--- src/rtl/nand_gate_pkg.sv ---
// Shared defaults for the NAND leaf cell and its pipeline stage.
// Self-check option: define NAND_GATE_SELFCHECK_EN.
package nand_gate_pkg;
    localparam int DEF_WIDTH       = 1;
    localparam int DEF_PIPE_STAGES = 1;
    localparam int DEF_CNT_W       = 16;
    localparam int MAX_STAGES      = 4;
endpackage

--- src/rtl/nand_gate_stage.sv ---
// One pipeline register stage: data loads only with a valid sample, so a bubble
// leaves the previous result in place; valid always advances.
module nand_gate_stage #(
    parameter int WIDTH = 1
) (
    input  logic             clk,
    input  logic             rst,
    input  logic [WIDTH-1:0] d,
    input  logic             d_vld,
    output logic [WIDTH-1:0] q,
    output logic             q_vld
);
    always_ff @(posedge clk) begin
        if (rst) begin
            q     <= '0;
            q_vld <= 1'b0;
        end else begin
            q_vld <= d_vld;
            if (d_vld) begin
                q <= d;
            end
        end
    end
endmodule

--- src/rtl/nand_gate_unit.sv ---
// Bitwise NAND leaf cell with a registered/valid-tagged copy and a saturating
// sample counter. Optional shadow self-check: define NAND_GATE_SELFCHECK_EN.
module nand_gate_unit
    import nand_gate_pkg::*;
#(
    parameter int WIDTH       = DEF_WIDTH,
    parameter int PIPE_STAGES = DEF_PIPE_STAGES,
    parameter int CNT_W       = DEF_CNT_W
) (
    input  logic             clk,
    input  logic             rst,
    input  logic [WIDTH-1:0] a,
    input  logic [WIDTH-1:0] b,
    output logic [WIDTH-1:0] c,
    input  logic             in_valid,
    output logic [WIDTH-1:0] c_q,
    output logic             out_valid,
    output logic [CNT_W-1:0] sample_cnt,
    output logic             chk_err
);
    function automatic logic [CNT_W-1:0] sat_inc(input logic [CNT_W-1:0] v);
        return (&v) ? v : v + CNT_W'(1);
    endfunction

    logic [WIDTH-1:0] nand_p [PIPE_STAGES+1];
    logic [PIPE_STAGES:0] vld_p;

    assign c        = ~(a & b);
    assign nand_p[0] = c;
    assign vld_p[0]  = in_valid;

    for (genvar g = 0; g < PIPE_STAGES; g++) begin : g_stage
        nand_gate_stage #(.WIDTH(WIDTH)) u_stage (
            .clk   (clk),
            .rst   (rst),
            .d     (nand_p[g]),
            .d_vld (vld_p[g]),
            .q     (nand_p[g+1]),
            .q_vld (vld_p[g+1])
        );
    end

    assign c_q       = nand_p[PIPE_STAGES];
    assign out_valid = vld_p[PIPE_STAGES];

    always_ff @(posedge clk) begin
        if (rst) begin
            sample_cnt <= '0;
        end else if (in_valid) begin
            sample_cnt <= sat_inc(sample_cnt);
        end
    end

`ifdef NAND_GATE_SELFCHECK_EN
    // Shadow path uses De Morgan form so a fault in either path shows as a mismatch
    logic [WIDTH-1:0]     shd_p [PIPE_STAGES+1];
    logic [PIPE_STAGES:0] shd_vld_p;
    logic                 chk_err_r;

    assign shd_p[0]     = ~a | ~b;
    assign shd_vld_p[0] = in_valid;

    for (genvar g = 0; g < PIPE_STAGES; g++) begin : g_shadow
        nand_gate_stage #(.WIDTH(WIDTH)) u_shadow (
            .clk   (clk),
            .rst   (rst),
            .d     (shd_p[g]),
            .d_vld (shd_vld_p[g]),
            .q     (shd_p[g+1]),
            .q_vld (shd_vld_p[g+1])
        );
    end

    always_ff @(posedge clk) begin
        if (rst) begin
            chk_err_r <= 1'b0;
        end else if (out_valid && shd_vld_p[PIPE_STAGES] && (c_q != shd_p[PIPE_STAGES])) begin
            chk_err_r <= 1'b1;
        end
    end

    assign chk_err = chk_err_r;
`else
    assign chk_err = 1'b0;
`endif
endmodule

--- config.mk ---
export PLATFORM = sky130hd
export DESIGN_NAME = nand_gate_unit
export DESIGN_NICKNAME = d
export VERILOG_FILES = /design/src/rtl/nand_gate_pkg.sv /design/src/rtl/nand_gate_stage.sv /design/src/rtl/nand_gate_unit.sv
export SDC_FILE = /design/constraint.sdc
export NUM_CORES = 1
export LEC_CHECK = 0
export ABC_AREA = 1
export CAP_MARGIN = 20
export CORE_MARGIN = 5
export CORE_UTILIZATION = 50
export DETAILED_ROUTE_END_ITERATION = 8
export PLACE_DENSITY = 0.81
export RECOVER_POWER = 50
export SLEW_MARGIN = 20
export SYNTH_ARGS = -nofsm -noshare
export SYNTH_HDL_FRONTEND = slang
export SYNTH_SLANG_ARGS = --single-unit
--- constraint.sdc ---
create_clock -name clk -period 3.14 [get_ports clk]
set_clock_uncertainty 0.15 [all_clocks]
set_input_delay 0.314 -clock clk [delete_from_list [all_inputs] [get_ports clk]]
set_output_delay 0.314 -clock clk [all_outputs]
set_load 0.01 [all_outputs]
After elaboration in Yosys (flattened, before gate mapping) --
Cells that the tools add are included.
Word-level totals: register bits 18, bits in latches 0, RAM bits 0, bits in read-only memories 0, bits of input ports 5, output and inout bits 20, logic and storage cells 9, memories kept 0
Operators by class: $add $sub $neg 1, $mul 0, divide/modulo/power cells 0, order comparisons 0, equality and inequality tests 0, shift-type cells 0, muxes and demuxes 0, bitwise logic cells 3, reductions and logical operators 2
Operators by type and width (number):
- 16-bit by 1-bit adder with 16-bit output, second input constant | 1
- 16-bit AND reduction | 1
- 1-bit inverter | 2
- 2-bit AND reduction | 1
- 1-bit bitwise AND | 1

Logic depth before layout (Yosys ltp) --
depth after elaboration 3, gate-level depth with buffers 9, mapped depth without buffers 9

Modules after synthesis --
A second synthesis with hierarchy kept.
Unflattened totals: cells, all modules 168, area total of the unflattened synthesis 1108.6 µm²
Modules (own cells, without submodules):
- nand_gate_unit | times used 1, cells each 158, area an instance 1036.0 µm², sequential area each 320.3 µm²
- nand_gate_stage | times used 1, cells each 10, area an instance 72.6 µm², sequential area each 40.0 µm²

Worst setup path before layout --
OpenSTA, ideal clock, no wires.
path kind flip-flop to flip-flop, start register sample_cnt[0], end register sample_cnt[9], library setup time 0.115 ns, data arrival time 1.294 ns, data required time 2.875 ns, slack 1.580 ns, stages on the path, launching flop included 8, buffers on the path 1, period minus slack after synthesis 1.560 ns, path through dfxtp_1 -> ha_1 -> inv_1 -> nor2_2 -> nand4_2 -> buf_6 -> a21oi_1 -> nor2_1
Between the ends: cells in the longest elaborated chain, start to end 3, elaborated cells between the ends (all ways) 4, those cells by class add/sub: 1; bitwise: 1; reduce/logical: 2
RTL lines:
- start: declaration | line nand_gate_unit.sv:18 | output logic [CNT_W-1:0] sample_cnt,
- start signal: assignment | line nand_gate_unit.sv:50 | sample_cnt <= sat_inc(sample_cnt);
- branches (longest 3 deep; another with 16-bit by 1-bit adder with 16-bit output)
Parallel ways; which one is timed is not known. A chain may end at the register's enable or synchronous reset.

Worst setup path after layout --
start register sample_cnt[0], end register sample_cnt[0]
The elaborated chain is that of the path after synthesis.

==> flow_summary.toml <==
[layout]
num_antenna_cells = 0
areaGrowthSynthToFinish_pct = 25.5
layout_commonest_cell = "nand2_1"
drive_above_1_share_pct = 5.98
nets = 191
fill_cells = 199
layout_common_cells = "nand2_1, nor2_1, dfxtp_1"

[logic_synthesis]
synth-seq-cells = 18
synth_top_area_share_pct = 35.3
syn_nets = 167
yosysUniqueCellTypes = 21
yosysWarnings = 0
synth_area_leaders = "dfxtp_1, nand2_1, nor2_1, nand3_1, inv_1"
syn_avg_cell_area_sq_um = 6.34
synthCells = 161
syn-cell-area_sq_um = 1020
synth_top_area_cell = "dfxtp_1"
seq_area_frac_synth_pct = 35.3

[hold_path]
holdPathEnd = "sample_cnt[12]$_SDFFE_PP0P_"
min_path_type = "flip-flop to flip-flop"
hold_start = "sample_cnt[12]$_SDFFE_PP0P_"
hold_depth = 2

[worst_setup_path]
required_ns = 3.22
reg2reg_from = "sample_cnt[0]$_SDFFE_PP0P_"
reg2reg_slack_ns = 1.29
path_class = "flip-flop to flip-flop"
reg2reg_depth = 9
r2r-end = "sample_cnt[0]$_SDFFE_PP0P_"
cp-start-kind = "flip-flop"
critPathMaxFanout = 6
crit_path_end_kind = "flip-flop"
arrival_ns = 1.93

[global_routing]
grt_max_degree = 18
grt_antenna_before_repair = 0
grt_use_total_pct = 18.3
grt_pass1_wl_um = 4100
grt_pass1_vias = 1023
grt-ovfl-total = 0

[die]
die_w_um = 55.2
placementRows = 16
io_pins = 25
die_h_um = 55.2
core_sq_um = 1960
start_util_pct = 52.0
dieArea_sq_um = 3050

[drt]
wirelength_um = 2210
drc = 0
first_iter_violations = 10
drtAntennaViolNets = 0
vias = 1054
wire_per_inst_um = 10.5
firstDrtPassIters = 4
via_per_inst = 5.00

[clocking]
cts_resized = 0
htreeDepth = 1
clk_path_buf_depth = 2
clk_pin_slew_ns = 0.10
hold_buffers = 0
cts_tree = "yes"
numClockSinks = 18
cts_root_buffer = "clkbuf_4"
cts_setup_buffers = 0
clk_latency_ns = 0.29
cts_buffers = 3

[placed_design]
numPortBuffers = 23
dpl.hpwl_um = 1740
globalplace.congestion = 0.882
pre_cts_ws_ns = 1.30

[flow_run]
maxCapViolCount = 0

[sta]
hold_viol = 0
period_share_pct = 58.8
setup_violations = 0
setup_tns_ns = 0
fin_ws_ns = 1.29
slew_viol_final = 0
period_minus_slack_ns = 1.85
rsz0062_at_grt = "no"
fmax_ghz = 0.542

[run_status]
status = "complete, no violations"

[power]
vdd_ir_drop_max_mv = 0.236
p_per_area_nw_per_um2 = 321
p_leak_nw = 0.596
[cell usage after synthesis, drive strengths merged]
cell type   n
a21oi       8
a31oi       1
buf         4
conb        1
dfxtp      18
ha          1
inv        15
nand2      45
nand3      17
nand4       3
nor2       45
nor3        1
o21ai       2
[flip-flops by register name (all words and copies together) (netlist names)]
signal	flops
sample_cnt	16
g_stage.u_stage.q	1
g_stage.u_stage.q_vld	1
[worst max path at each step]
stage | start | end | slack [ns] | cells after the start
2_1_floorplan | sample_cnt[0]$_SDFFE_PP0P_ | sample_cnt[9]$_SDFFE_PP0P_ | 1.58 | 7
3_3_place_gp | in_valid | sample_cnt[15]$_SDFFE_PP0P_ | 1.34 | 8
3_5_place_dp | in_valid | sample_cnt[15]$_SDFFE_PP0P_ | 1.30 | 8
4_1_cts | b | c | 1.34 | 3
5_1_grt | sample_cnt[0]$_SDFFE_PP0P_ | sample_cnt[9]$_SDFFE_PP0P_ | 1.07 | 7
6_report | sample_cnt[0]$_SDFFE_PP0P_ | sample_cnt[0]$_SDFFE_PP0P_ | 1.29 | 9
[report_power, final]
group | leakage, nW | internal (mW) | switching (mW) | total [mW]
logic | 0.429 | 0.0164 | 0.0180 | 0.0344
clock network | 0.0210 | 0.0706 | 0.0702 | 0.141
registers | 0.146 | 0.232 | 0.00320 | 0.236
total | 0.596 | 0.319 | 0.0914 | 0.411
[through the flow]
step	util [%]	hold slack, ns	cell area, sq um	instances	total power [mW]
floorplan	-	0.236	1020	161	0.262
global placement	63.7	0.340	1250	207	0.277
detailed placement	63.7	0.356	1250	207	0.278
CTS	65.6	0.372	1290	211	0.420
global route	65.3	0.398	1280	211	0.433
finish	65.3	0.365	1280	211	0.411
[critical path: stages, from the launching register on]
cell and delay [ns]:
dfxtp_1 0.40, ha_1 0.20, inv_1 0.04, nor2_1 0.31
nand2_1 0.20, nor2_8 0.18, nor2_1 0.10, nand2_1 0.07
nand2_1 0.05, nor2_1 0.09
[metal layers]
metal / GRT usage, % / routed length (um)
met1: 21.8 / 984
met2: 32.7 / 1100
met3: 3.22 / 113
met4: 6.48 / 12
met5: 0 / 0
[cell families after synthesis]
family,after synthesis,share of synthesized area [%]
AOI/OAI and AO/OA,11,5.52
adders and majority gates,1,1.23
buffers and inverters,19,8.95
DFF,18,35.3
other,1,0.367
and+or+nand+nor,111,48.7
[area by class of cell]
| class | instances | area (sq um) | area share, % |
|---|---|---|---|
| Clock buffer | 4 | 36.3 | 2.83 |
| Inverter | 15 | 56.3 | 4.39 |
| Multi-Input combinational cell | 124 | 564 | 44.0 |
| Sequential cell | 18 | 360 | 28.1 |
| Tap cell | 27 | 33.8 | 2.64 |
| Timing Repair Buffer | 23 | 230 | 18.0 |
(Power assumes the default switching activity.)
